### src/rtl/mem_burst_pkg.sv
// mem_burst_pkg: burst-master state encoding and byte-to-word address helper
package mem_burst_pkg;
  typedef enum logic [1:0] {IDLE, WRITE, READ, DRAIN} state_t;
  function automatic int unsigned word_index(input int unsigned byte_addr, input int unsigned bytes_per_word);
    return byte_addr / bytes_per_word;
  endfunction
endpackage

### src/rtl/mem_burst_master_resp_fifo.sv
// resp_fifo: synchronous read-response FIFO with occupancy count
//   push/wdata  : enqueue one word
//   pop         : dequeue the head (caller guarantees not empty)
//   rdata       : head entry, forced to 0 while empty
//   count/empty/full : occupancy status
module resp_fifo #(
  parameter int DATAW = 32,
  parameter int FIFO_DEPTH = 2
) (
  input  logic                          clk_i,
  input  logic                          rst_ni,
  input  logic                          push,
  input  logic                          pop,
  input  logic [DATAW-1:0]              wdata,
  output logic [DATAW-1:0]              rdata,
  output logic [$clog2(FIFO_DEPTH):0]   count,
  output logic                          empty,
  output logic                          full
);
  localparam int PW = $clog2(FIFO_DEPTH);
  localparam int CW = PW + 1;
  logic [DATAW-1:0] mem [FIFO_DEPTH];
  logic [PW-1:0] wp, rp;
  function automatic logic [PW-1:0] nxt(input logic [PW-1:0] p);
    return p == PW'(FIFO_DEPTH - 1) ? '0 : p + PW'(1);
  endfunction
  assign empty = count == '0;
  assign full = count == CW'(FIFO_DEPTH);
  assign rdata = empty ? '0 : mem[rp];
  always_ff @(posedge clk_i or negedge rst_ni)
    if (!rst_ni) begin
      wp <= '0;
      rp <= '0;
      count <= '0;
    end else begin
      if (push) wp <= nxt(wp);
      if (pop) rp <= nxt(rp);
      count <= count + CW'(push) - CW'(pop);
    end
  always_ff @(posedge clk_i)
    if (push) mem[wp] <= wdata;
endmodule

### src/rtl/mem_burst_master.sv
// mem_burst_master: burst initiator between a command/stream interface and a single-port SRAM
//   cmd_*   : burst command (base byte address, beat count, direction)
//   w*      : write-data stream into the SRAM
//   r*      : read-data stream out of the response FIFO
//   mem_*   : SRAM request/response port (combinational or one-cycle read latency)
//   done_o  : one-cycle burst completion pulse; err_o : sticky spurious-response flag
module mem_burst_master
  import mem_burst_pkg::*;
#(
  parameter int SIZE = 1024,
  parameter int DATAW = 32,
  parameter int LENW = 8,
  parameter int FIFO_DEPTH = 2,
  parameter int ADDRW = $clog2(SIZE),
  parameter int MASKW = DATAW / 8
) (
  input  logic             clk_i,
  input  logic             rst_ni,
  input  logic             cmd_valid_i,
  output logic             cmd_ready_o,
  input  logic             cmd_we_i,
  input  logic [ADDRW-1:0] cmd_addr_i,
  input  logic [LENW-1:0]  cmd_len_i,
  input  logic [DATAW-1:0] wdata_i,
  input  logic [MASKW-1:0] wmask_i,
  input  logic             wvalid_i,
  output logic             wready_o,
  output logic [DATAW-1:0] rdata_o,
  output logic             rvalid_o,
  input  logic             rready_i,
  output logic [ADDRW-1:0] mem_addr_o,
  output logic [DATAW-1:0] mem_data_o,
  output logic [MASKW-1:0] mem_mask_o,
  output logic             mem_we_o,
  output logic             mem_valid_o,
  input  logic [DATAW-1:0] mem_data_i,
  input  logic             mem_resp_i,
  output logic             done_o,
  output logic             err_o
);
  localparam int CW = $clog2(FIFO_DEPTH) + 1;
  state_t state;
  logic live, we, done, err;
  logic [ADDRW-1:0] addr, aligned;
  logic [LENW:0] remaining;
  logic [CW-1:0] outstanding, count, out_n, count_n;
  logic issue, ok_resp, push, pop, empty, full, credit, accept, finish;
  assign aligned = ADDRW'(word_index(32'(cmd_addr_i), MASKW) * MASKW);
  // live keeps cmd_ready_o low while reset is asserted; done blocks a new command in the done cycle
  assign cmd_ready_o = live && state == IDLE && !done;
  assign accept = cmd_valid_i && cmd_ready_o;
  assign wready_o = state == WRITE;
  assign pop = rvalid_o && rready_i;
  // a read only goes out if a FIFO slot is already free for its data, counting this cycle's pop
  assign credit = !(full && !pop) && (outstanding + count - CW'(pop) < CW'(FIFO_DEPTH));
  assign issue = state == WRITE ? wvalid_i : state == READ && remaining != '0 && credit;
  assign mem_valid_o = issue;
  assign mem_we_o = wready_o;
  assign mem_addr_o = addr;
  assign mem_data_o = wready_o ? wdata_i : '0;
  assign mem_mask_o = wready_o ? wmask_i : '0;
  // a same-cycle issue makes a response legitimate even with nothing outstanding (combinational SRAM)
  assign ok_resp = mem_resp_i && (outstanding != '0 || issue);
  assign push = ok_resp && !we;
  assign out_n = outstanding + CW'(issue) - CW'(ok_resp);
  assign count_n = count + CW'(push) - CW'(pop);
  assign finish = out_n == '0 && (we || count_n == '0);
  assign done_o = done;
  assign err_o = err;
  assign rvalid_o = !empty;
  resp_fifo #(.DATAW(DATAW), .FIFO_DEPTH(FIFO_DEPTH)) u_fifo (
    .clk_i(clk_i), .rst_ni(rst_ni), .push(push), .pop(pop), .wdata(mem_data_i),
    .rdata(rdata_o), .count(count), .empty(empty), .full(full)
  );
  always_ff @(posedge clk_i or negedge rst_ni)
    if (!rst_ni) begin
      state <= IDLE;
      live <= 1'b0;
      we <= 1'b0;
      done <= 1'b0;
      err <= 1'b0;
      addr <= '0;
      remaining <= '0;
      outstanding <= '0;
    end else begin
      live <= 1'b1;
      done <= 1'b0;
      outstanding <= out_n;
      if (mem_resp_i && !ok_resp) err <= 1'b1;
      if (issue) begin
        addr <= addr + ADDRW'(MASKW);
        remaining <= remaining - (LENW+1)'(1);
      end
      case (state)
        IDLE: if (accept) begin
          we <= cmd_we_i;
          addr <= aligned;
          remaining <= {1'b0, cmd_len_i};
          if (cmd_len_i == '0) done <= 1'b1;
          else state <= cmd_we_i ? WRITE : READ;
        end
        WRITE, READ: if (issue && remaining == (LENW+1)'(1)) state <= DRAIN;
        DRAIN: if (finish) begin
          state <= IDLE;
          done <= 1'b1;
        end
        default: state <= IDLE;
      endcase
    end
endmodule
### config.mk
export PLATFORM = sky130hd
export DESIGN_NAME = mem_burst_master
export DESIGN_NICKNAME = d
export VERILOG_FILES = /design/src/rtl/mem_burst_pkg.sv /design/src/rtl/mem_burst_master_resp_fifo.sv /design/src/rtl/mem_burst_master.sv
export SDC_FILE = /design/constraint.sdc
export NUM_CORES = 1
export LEC_CHECK = 0
export CAP_MARGIN = 30
export CORE_MARGIN = 3
export CORE_UTILIZATION = 30
export CTS_CLUSTER_SIZE = 40
export DETAILED_ROUTE_END_ITERATION = 16
export PLACE_DENSITY_LB_ADDON = 0.3
export SYNTH_ARGS = -nofsm -noshare
export SYNTH_HDL_FRONTEND = slang
export SYNTH_SLANG_ARGS = --single-unit
### constraint.sdc
create_clock -name clk_i -period 3.35 [get_ports clk_i]
set_clock_uncertainty 0.15 [all_clocks]
set_input_delay 0.335 -clock clk_i [delete_from_list [all_inputs] [get_ports clk_i]]
set_output_delay 0.335 -clock clk_i [all_outputs]
set_load 0.01 [all_outputs]
==> After elaboration in Yosys (flattened, before gate mapping) <==
Memory sizes are Yosys's and may differ from the RTL's.
Index checks and enable logic that the tools add are counted.
{ "word_totals": {"ff_bits": 31, "ram_bits": 64, "in_bits": 93, "n_memories": 1} }
{ "memory_table": {"columns": ["memory", "words", "width", "rd", "rd_ports_with_merged_regs", "write_ports", "line_no", "source"], "rows": [
  ["u_fifo.mem", 2, 32, 1, 0, 1, "mem_burst_master_resp_fifo.sv:22", "logic [DATAW-1:0] mem [FIFO_DEPTH];"]
]} }
{ "op_classes": {"reduce_logical": 31, "muxes": 24, "magnitude_cmp": 1, "eq_ne": 9, "addsub": 10} }
{ "op_table": {"columns": ["cell", "count"], "rows": [
  ["2-to-1 mux 32 bit", 2],
  ["2-to-1 mux 10 bit", 3],
  ["2-to-1 mux 9 bit", 3],
  ["logical AND 1 bit", 13],
  ["adder 10 x 3 -> 10 bit (second input constant)", 1],
  ["2-to-1 mux 2 bit", 5],
  ["== test 9 x 1 -> 1 bit (second input constant)", 1],
  ["nonzero test 9 bit", 1],
  ["subtractor 9 x 1 -> 9 bit (second input constant)", 1],
  ["zero test 2 bit", 4],
  ["zero test 8 bit", 1],
  ["2-to-1 mux 1 bit", 8],
  ["!= test 2 bit (second input constant)", 4],
  ["== test 2 bit (second input constant)", 3],
  ["zero test 1 bit", 6],
  ["case mux 2 bit (3 select lines)", 1],
  ["subtractor 2 x 1 -> 2 bit", 3],
  ["adder 2 x 1 -> 2 bit", 2],
  ["2-to-1 mux 4 bit", 1],
  ["AND reduction 4 bit", 1],
  ["adder 1 bit (second input constant)", 2],
  ["adder 2 bit", 1],
  ["== test 2 x 1 -> 1 bit (second input constant)", 1],
  ["logical OR 1 bit", 2],
  ["other kinds (5)", 5]
]} }

==> Longest topological paths before layout <==
{ "depth": {"word_depth": 19, "ltp_mapped": 17} }

==> Cells and area by module <==
A second synthesis with hierarchy kept.
{ "hier_totals": {"cells_unflattened": 377, "hier_area_um2": 4589.4} }
{ "modules_own_cells": {"columns": ["mod", "cells_per_inst", "area_each_um2", "instances", "seq_area_each_um2"], "rows": [
  ["resp_fifo", 151, 2646.3, 1, 2021.9],
  ["mem_burst_master", 226, 1943.1, 1, 625.6]
]} }

==> Worst setup path before layout <==
OpenSTA, ideal clock, no wires.
{ "synth_timing": {"path_type": "reg-to-reg", "start": "register state[1]", "end": "memory u_fifo.mem[0][0] (enable)", "slack_ns": -0.269, "t_required_ns": 2.779, "period_less_slack_ns": 3.619, "arrival_time_ns": 3.048, "path_buffers": 0, "stages_incl_launch_ff": 8, "path_cell_list": "dfrtp_1 -> inv_1 -> ha_1 -> inv_1 -> o311ai_1 -> a2111oi_4 -> o311ai_4 -> nor2_1"} }
{ "synth_between": {"word_cells_on_any_way": 10} }
{ "synth_rtl": {"columns": ["element", "line_no", "source"], "rows": [
  ["start, declared", "mem_burst_master.sv:42", "state_t state;"],
  ["start signal, assigned", "mem_burst_master.sv:100", "else state <= cmd_we_i ? WRITE : READ;"],
  ["== test 2 x 1 -> 1 bit", null, null],
  ["net mem_we_o", "mem_burst_master.sv:34", "output logic mem_we_o,"],
  ["2-to-1 mux 1 bit", "mem_burst_master.sv:56", "assign issue = state == WRITE ? wvalid_i : state == READ && remaining != '0 && credit;"],
  ["logical OR 1 bit", "mem_burst_master.sv:63", "assign ok_resp = mem_resp_i && (outstanding != '0 || issue);"],
  ["logical AND 1 bit", "mem_burst_master.sv:63", null],
  ["logical AND 1 bit", "mem_burst_master.sv:64", "assign push = ok_resp && !we;"],
  ["2-to-1 mux 1 bit", "mem_burst_master_resp_fifo.sv:41", "if (push) mem[wp] <= wdata;"],
  ["2-to-1 mux 1 bit (not written as such)", "mem_burst_master_resp_fifo.sv:41", null],
  ["end, declared", "mem_burst_master_resp_fifo.sv:22", null]
]} }
The timed path passes the listed nets, and every way through them passes these cells.

==> Final worst setup path <==
{ "layout_timing": {"start": "register remaining[2]", "end": "register state[1]"} }
{ "layout_between": {"word_cells_on_any_way": 20} }
{ "layout_rtl": {"columns": ["element", "line_no", "source"], "rows": [
  ["start, declared", "mem_burst_master.sv:45", "logic [LENW:0] remaining;"],
  ["start signal, assigned", "mem_burst_master.sv:92", "remaining <= remaining - (LENW+1)'(1);"],
  ["start signal, assigned", "mem_burst_master.sv:98", "remaining <= {1'b0, cmd_len_i};"],
  ["nonzero test 9 bit (*)", "mem_burst_master.sv:56", null],
  ["logical AND 1 bit (*) (2 in series)", "mem_burst_master.sv:56", null],
  ["2-to-1 mux 1 bit (*)", "mem_burst_master.sv:56", null],
  ["branches (longest 2 deep; another with adder 2 x 1 -> 2 bit)", null, null],
  ["subtractor 2 x 1 -> 2 bit (*)", "mem_burst_master.sv:65", "assign out_n = outstanding + CW'(issue) - CW'(ok_resp);"],
  ["net out_n[1]", "mem_burst_master.sv:46", "logic [CW-1:0] outstanding, count, out_n, count_n;"],
  ["zero test 2 bit (*)", "mem_burst_master.sv:67", "assign finish = out_n == '0 && (we || count_n == '0);"],
  ["logical AND 1 bit (*)", "mem_burst_master.sv:67", null],
  ["!= test 2 bit (no line) (*)", null, null],
  ["AND reduction 4 bit (no line) (*)", null, null]
]} }
Mark *: on every way through the listed nets, which the timed path passes.
A chain may end at the register's enable or synchronous reset.

==> summary.md <==
| Metric | Value |
|---|---|
| Top post-synthesis cells by count | `edfxtp_1 (64), nor2_1 (59), and2_1 (38)` |
| Critical path class | `flop to flop` |
| Largest net degree at the start of global routing | `40` |
| Pwr/cell area | `851 nW/um^2` |
| CP Cell Sequence | `or4_4 -> nor4_4 -> buf_4 -> a2111oi_4 -> o31ai_2 -> inv_1 -> ha_1 -> inv_1 -> ha_2 -> xor3_1 -> o21ai_2 -> o41ai_4 -> o31ai_1 -> a31o_2 -> o41ai_2` |
| Die width | `131 um` |
| LEAKAGE | `2.82 nW` |
| CTS H-tree lvls | `3` |
| Residual DRC | `0` |
| RSZ-0062 raised after global routing | `yes` |
| Syn Std Cell Area | `4700 um^2` |
| Vias per inst | `4.80` |
| Remaining antenna violation count after routing | `0` |
| Maximum VDD drop | `0.317 mV` |
| Post-route clock period utilization | `105%` |
| Status | `finished, violations left` |
| GPL Wtd Cong | `0.869` |
| Slowest-stage cell, CP | `or4_4` |
| Initial antenna violation count | `0` |
| # port buffers | `173` |
| Synth Area per Inst | `11.5 um^2` |
| Most used cell, CP | `inv_1` |
| Row count | `45` |
| Crit path DAT | `3580 ps` |
| Nets | `706` |
| Initial Util | `30.8%` |
| Primary FF master, synth | `edfxtp_1` |
| Area growth, synth to finish | `54.2%` |
| Via count | `3920` |
| Crit path depth | `15` |
| I/O pin count | `178` |
| Core Area | `15300 um^2` |
| Total gr overflow | `0` |
| EDFF count, synth | `64` |
| Worst EP required | `3400 ps` |
| Post-Route WL | `13100 um` |
| Setup crit end kind | `flop` |
| Worst-path clk slew | `70 ps` |
| FF-to-FF path depth | `15` |
| Top-count cell post-synth | `edfxtp_1` |
| Minimum clock period | `3520 ps` |
| Hold crit path type | `input port to async pin` |
| CP top delay family | `compound AO/OA/AOI/OAI gates` |
| Diodes inserted | `0` |
| Wire length per cell | `16.1 um` |
| Crit-path max FO | `4` |
| Worst setup margin | `-174 ps` |
| Register area share after synthesis | `56.4%` |
| Hold_ws | `232 ps` |
| DIE HEIGHT | `131 um` |
| Fill cells | `1407` |
| TritonCTS Buffers | `9` |
| Failing checks | `setup timing` |
| Register bit total from synthesis | `93` |
| First-pass GRT wire length | `20900 um` |
| Vias in the first global route | `4033` |
| Gate Count Post-Synth | `408` |
| Final Max Slew Viols | `0` |
| GRT Resource Usage Total | `14.9%` |
| Slowest stage delay, CP | `570 ps` |
| Async S/R FF share, synth | `31.2%` |
| Final Hold Vio Count | `0` |
| Dpl hpwl | `9310 um` |
| Clk_lat worst skew | `340 ps` |
| Num Clock Sinks | `93` |
| Post-synth cell types | `49` |
| Clk buf depth | `2` |
| Cell taking the most area after synthesis | `edfxtp_1` |
| Maxcap violations | `0` |
| WP buf/inv | `3` |
| Critical path startpoint category | `flop` |
| Synth area leaders | `edfxtp_1 (41%), dfrtp_1 (15%), mux2i_1 (7.2%)` |
| Synth Warn # | `0` |
| Fmax | `284 MHz` |
| Setup TNS | `-289 ps` |
| CTS tree | `done` |
| Synth top area share | `40.9%` |
| Pre-antenna DRT Iters | `8` |
| 1st-iter DRT viols | `189` |
| Pre-CTS setup slack | `-505 ps` |
| Die Area | `17200 um^2` |
| Rel. slew slack | `40.5%` |
| Share of cells above drive strength 1 | `13.0%` |
| Final Setup Violations | `2` |
| Worst slew pin tran | `890 ps` |
| CTS root buf | `clkbuf_16` |
-- where the power goes --
group          switching, mW  internal [mW]  total [mW]
registers              0.200           1.58        1.78
logic                   1.70           1.72        3.42
clock network          0.456          0.515       0.971
-- worst paths after layout --
path / from / to / slack [ps]
worst min-delay path: rst_ni / remaining[3] / 230
max in group asynchronous: rst_ni / u_fifo.rp / 2500
worst max-delay path: remaining[2] / state[1] / -170
worst min register to register: u_fifo.rp / u_fifo.rp / 330
worst max register to register: remaining[2] / state[1] / -170
min in group clk_i: u_fifo.rp / u_fifo.rp / 330
-- layout make-up --
type | instances | area, um^2 | area share, %
inverters | 32 | 120 | 1.66
clock buffers | 9 | 225 | 3.11
repair buffers | 207 | 2020 | 27.8
multi-input cells | 258 | 1910 | 26.4
well taps | 211 | 264 | 3.64
flip-flops and latches | 93 | 2650 | 36.6
clock inverters | 7 | 58.8 | 0.811
-- metrics by stage --
stage / util, % / instance area, um^2 / std cells / power [mW]
CTS: 47.3 / 7210 / 817 / 6.15
floorplan: - / 4710 / 409 / 3.47
global route: 47.5 / 7250 / 817 / 6.55
finish: 47.5 / 7250 / 817 / 6.17
detailed placement: 44.8 / 6840 / 796 / 5.05
global placement: 44.8 / 6840 / 796 / 4.96
-- kinds of logic after synthesis --
group	synth area share (%)
and+or+nand+nor	14.3
DFF	56.4
AOI/OAI and AO/OA	12.4
buffers and inverters	5.22
muxes	7.24
adders and majority gates	3.20
xor gates and xnor gates	1.07
other	0.160
-- per-layer routing --
metal	wire length (um)	vias to the layer above	track usage, %	share of wire (%)
li1	-	1862	-	-
met1	5450	1913	18.0	42
met2	6720	127	26.4	51
met3	672	18	3.33	5.1
met4	282	0	5.02	2.1
met5	0	-	0	0
-- registers in the layout (all words and copies together), names as in the netlist, 2 cells and up --
signal,flops
state,2
u_fifo.mem,64
remaining,9
outstanding,2
u_fifo.count,2
mem_addr_o,8
-- placed cells by master (no fill, tap or decap), types with 5 or more instances in the layout --
master / n
edfxtp_1: 64
ha_1: 10
nand2_1: 12
inv_1: 30
dfrtp_1: 28
clkdlybuf4s50_1: 173
clkbuf_16: 9
a41o_1: 8
nor2_1: 55
mux2i_1: 33
o2111ai_1: 11
a31oi_1: 17
and2_1: 38
o31ai_1: 5
o21ai_0: 8
buf_4: 31
nor3_1: 5
-- timing repair --
action / CTS / global route
setup buffers: 5 / 1
gates resized for setup: 9 / 9
hold buffers: 0 / 0
pin swaps: 9 / 12
endpoints found under the hold margin: 0 / 0
endpoints found under the setup margin: 2 / 3
Power figures use the tool's default switching activity.
==> RTL change 1: new RTL, same flow settings <==
The parameter `LENW` goes from 8 to 4.
--- a/src/rtl/mem_burst_master.sv
+++ b/src/rtl/mem_burst_master.sv
@@ -10,5 +10,5 @@
   parameter int SIZE = 1024,
   parameter int DATAW = 32,
-  parameter int LENW = 8,
+  parameter int LENW = 4,
   parameter int FIFO_DEPTH = 2,
   parameter int ADDRW = $clog2(SIZE),
Ports: changed (resized cmd_len_i); port bits go from 178 to 174. The function was not compared with the original's and may differ.
==> RTL change 1 against the original RTL <==
Total power is 5.8% lower; clock power is 1% higher; area after synthesis is 10% lower; highest routed layer unchanged; the run still ends with negative setup slack left; sequential cell count is 4 lower; routed wire length is 17% lower; setup slack better by 0.035 ns; design area is 8.6% lower; largest cell class unchanged.
==> RTL change 1: results (changes against the original RTL) <==
vdd_ir_drop_max_uv: 389  # +23%
post_cts_buffers: 4  # -1
placed_cell_area_um2: 6240  # -8.8%
total_power_mw: 5.81  # -5.8%
seq_cells: 89  # -4.3%
fin_nets: 634  # -10%
first_global_vias: 3381  # -16%
place_hpwl_um: 8050  # -14%
grt_pass1_wl_um: 17800  # -15%
multi_input_gates: 219  # -15%
fillers: 1221  # -13%
clk_share_pct: 4.42  # +0.50 points
worst_pin_slew_ns: 0.573  # -0.317 ns
buf_share_pct: 29.1  # +1.3 points
multi_input_area_share_pct: 23.7  # -2.7 points
wl_um: 10900  # -17%
finalSetupTns_ns: -0.282  # +0.00728 ns
status: "finished, violations left"
num_vias: 3274  # -16%
rr_worst_depth: 17  # +2
clkPwrFrac_pct: 16.9  # +1.2 points
rr_endpoint: "state[0]"
die-area_um2: 15500  # -10%
drive_above_1_share_pct: 10.4  # -2.6 points
area.growth.synth_to_final_pct: 57.5
r2r-start: "u_fifo.count[1]"
synth.area.top_cells: "edfxtp_1 46%, dfrtp_1 15%, mux2i_1 7.9%, and2_1 6.0%, nor2_1 3.9%"
fin_cells: 713  # -13%
inv_count: 17  # -47%
drt_pass1_iterations: 4  # -4
whs_ns: 0.205  # -0.0269 ns
grt_max_degree: 38  # -5.0%
numPortBuffers: 169  # -2.3%
place_inst: 689  # -13%
ys_top_cells_by_count: "64 x edfxtp_1, 44 x nor2_1, 40 x and2_1"
muxShareOfSynthArea_pct: 8.12  # +0.88 points
setup_ws_ns: -0.140  # +0.0350 ns
violations: "negative setup slack"
crit_arrival_ns: 3.62  # +0.04 ns
place.gp.congestion: 0.797  # -8.3%
cp_max_fo: 3  # -1
synth_compound_area_share_pct: 5.89  # -6.5 points
synthXorXnorAreaFrac_pct: 2.71  # +1.6 points
seqPwrFrac_pct: 29.8  # +1.0 points
rrSetupSlack_ns: -0.14  # +0.03 ns
postSynthCellCount: 342  # -16%
seq_area_frac_synth_pct: 60.6  # +4.2 points
setup_viol_count_final: 3  # +1
yosysUniqueCellTypes: 43  # -12%
ff_latch_area_um2: 2550  # -3.8%
[RTL change 1: per-layer routing]
metal  wire (um)  vias up  track usage (%)
li1            -     1593                -
met4         152        0             3.42
met3         640       16             4.76
met1        4750     1547             17.4
met5           0        -                0
met2        5340      118             24.1
[RTL change 1: worst max-delay path, cell delays in order, from the launching register on]
cell and delay [ns]:
dfrtp_1 0.41, nor2_4 0.13, inv_2 0.04, and2_4 0.16, ha_4 0.26, and2b_1 0.17, xnor3_1 0.23, o31a_1 0.18
inv_2 0.06, o31a_1 0.23, ha_1 0.27, inv_1 0.06, ha_1 0.14, xor3_1 0.25, o21ai_1 0.15, o211ai_1 0.15
a31oi_1 0.22, o22a_1 0.17
[RTL change 1: worst max path at each step]
stage,start,to
finish,u_fifo.count[1],state[0]
global route,u_fifo.count[1],state[0]
CTS,u_fifo.count[1],state[0]
detailed placement,rready_i,state[0]
global placement,rready_i,state[0]
floorplan,u_fifo.count[1],state[0]
==> RTL change 2: new RTL, same settings <==
Without the edit above. Encoding of `state_t`: now one-hot (4 bits for 4 states).
--- a/src/rtl/mem_burst_pkg.sv
+++ b/src/rtl/mem_burst_pkg.sv
@@ -1,5 +1,5 @@
 // mem_burst_pkg: burst-master state encoding and byte-to-word address helper
 package mem_burst_pkg;
-  typedef enum logic [1:0] {IDLE, WRITE, READ, DRAIN} state_t;
+  typedef enum logic [3:0] {IDLE = 4'b0001, WRITE = 4'b0010, READ = 4'b0100, DRAIN = 4'b1000} state_t;
   function automatic int unsigned word_index(input int unsigned byte_addr, input int unsigned bytes_per_word);
     return byte_addr / bytes_per_word;
Formal check against the unedited RTL: no difference found for any inputs over 4 cycles, from zero or initial values and one cycle with rst_ni low; so few cycles prove little.
==> RTL change 2 against the original RTL <==
The flow still finishes with violations (negative setup slack); largest cell class unchanged; highest routed layer unchanged; total power shrank 15%; routed wire length shrank 13%; global-route usage shrank 1.4 points; area after synthesis shrank 3.2%; design area shrank 4.8%; largest power group unchanged; setup slack gained 0.10 ns; sequential cell count grew 2; die area shrank 3.1%; critical endpoint is now state[2].
==> RTL change 2: results (changes against the original RTL) <==
numCtsBuffers: 9  # unchanged
wl_um: 11500  # -13%
placed_cell_area_um2: 6610  # -3.4%
finalSetupTns_ns: -0.0698  # +0.220 ns
synth_compound_area_share_pct: 4.71  # -7.7 points
cts_resized: 1  # -8
place_hpwl_um: 8570  # -7.9%
fin_nets: 662  # -6.2%
ys_top_cells_by_count: "64 x edfxtp_1, 55 x nor2_1, 37 x and2_1"
antenna_found_initial: 0  # unchanged
worst_pin_slew_ns: 0.823  # -0.0673 ns
vdd_ir_drop_max_uv: 353  # +12%
drt_iter0_markers: 152  # -20%
grt_max_degree: 39  # -2.5%
seq_area_frac_synth_pct: 59.4  # +3.0 points
synth_fa_ha_area_share_pct: 1.93  # -1.3 points
post_cts_buffers: 1  # -4
synthXorXnorAreaFrac_pct: 3.80  # +2.7 points
muxShareOfSynthArea_pct: 8.42  # +1.2 points
grtUsageTotal_pct: 13.5  # -1.4 points
cts_buffer_depth: 2  # unchanged
power.leakage_nw: 2.58  # -8.3%
numPortBuffers: 173  # unchanged
crit_arrival_ns: 3.49  # -0.09 ns
routedWlPerCell_um: 15.3  # -4.7%
dp_slack_ns: -0.252  # +0.253 ns
clk_pin_slew_ns: 0.06
ys_async_sr_fraction_pct: 32.6  # +1.4 points
first_global_vias: 3454  # -14%
status: "finished, violations left"
place.gp.congestion: 0.744  # -14%
cp_slowest_cell: "nor4b_2"
place_inst: 734  # -7.8%
cp_slowest_stage_delay_ns: 0.47  # -0.10 ns
num_antenna_cells: 0  # unchanged
postSynthCellCount: 376  # -7.8%
setup_ws_ns: -0.0698  # +0.105 ns
setup_viol_count_final: 1  # -1
drt_pass1_iterations: 4  # -4
synth.area.top_cells: "edfxtp_1 42%, dfrtp_1 17%, mux2i_1 7.9%, and2_1 5.1%, nor2_1 4.5%"
num_vias: 3444  # -12%
drive_above_1_share_pct: 9.73  # -3.3 points
grt_pass1_wl_um: 17600  # -16%
violations: "negative setup slack"
-- RTL change 2: changes by cell type after synthesis, sizes merged, moves of 6 or more --
cell / delta
inv: -22
a31oi: -15
xnor2: +14
o2111ai: -11
nand2: +9
a41o: -8
o31ai: -8
o21ai: +6
-- RTL change 2: layout make-up --
class / instances / area [um2]
well taps: 184 / 230
clock buffers: 10 / 229
multi-input cells: 253 / 1750
flip-flops and latches: 95 / 2700
clock inverters: 4 / 48.8
fillers: 1313 / 7800
inverters: 10 / 37.5
repair buffers: 193 / 1910
-- RTL change 2: worst paths after layout --
check	startpoint	end	slack [ns]	cells after the start
setup / recovery	state[1]	state[2]	-0.07	11
hold / removal	rst_ni	live	0.24	2
setup reg to reg	state[1]	state[2]	-0.07	11
hold reg to reg	err_o	err_o	0.33	1
max in group asynchronous	rst_ni	u_fifo.rp	2.48	2
min in group clk_i	err_o	err_o	0.33	1
-- RTL change 2: critical path, delay by kind of cell (launching register included) --
kind	cells	cell delay, ns
AO/OA/AOI/OAI	4	0.79
adder cells (fa/ha/maj)	1	0.25
buffers and inverters	2	0.21
flip-flops	1	0.42
multiplexers	1	0.34
AND/OR/NAND/NOR	3	1.15
-- RTL change 2: metal layers --
layer	part of all wire, %	vias to the layer above	track usage, %
met5	0	-	0
met4	1.2	0	3.77
met3	4.8	13	3.83
met2	51	90	22.2
met1	43	1664	17.6
li1	-	1677	-
-- RTL change 2: report_power, final --
part | internal, mW | switching [mW] | total (mW)
combinational | 1.30 | 1.11 | 2.41
sequential | 1.61 | 0.277 | 1.89
clock | 0.567 | 0.406 | 0.973
-- RTL change 2: cells by family (layout without fill, tap and decap cells) --
group,after synthesis,count (layout)
xor+xnor,18,18
fa+ha+maj,7,7
buf+inv,29,217
other cells,2,3
flops,95,95
simple gates,156,156
compound gates,31,31
mux,38,38
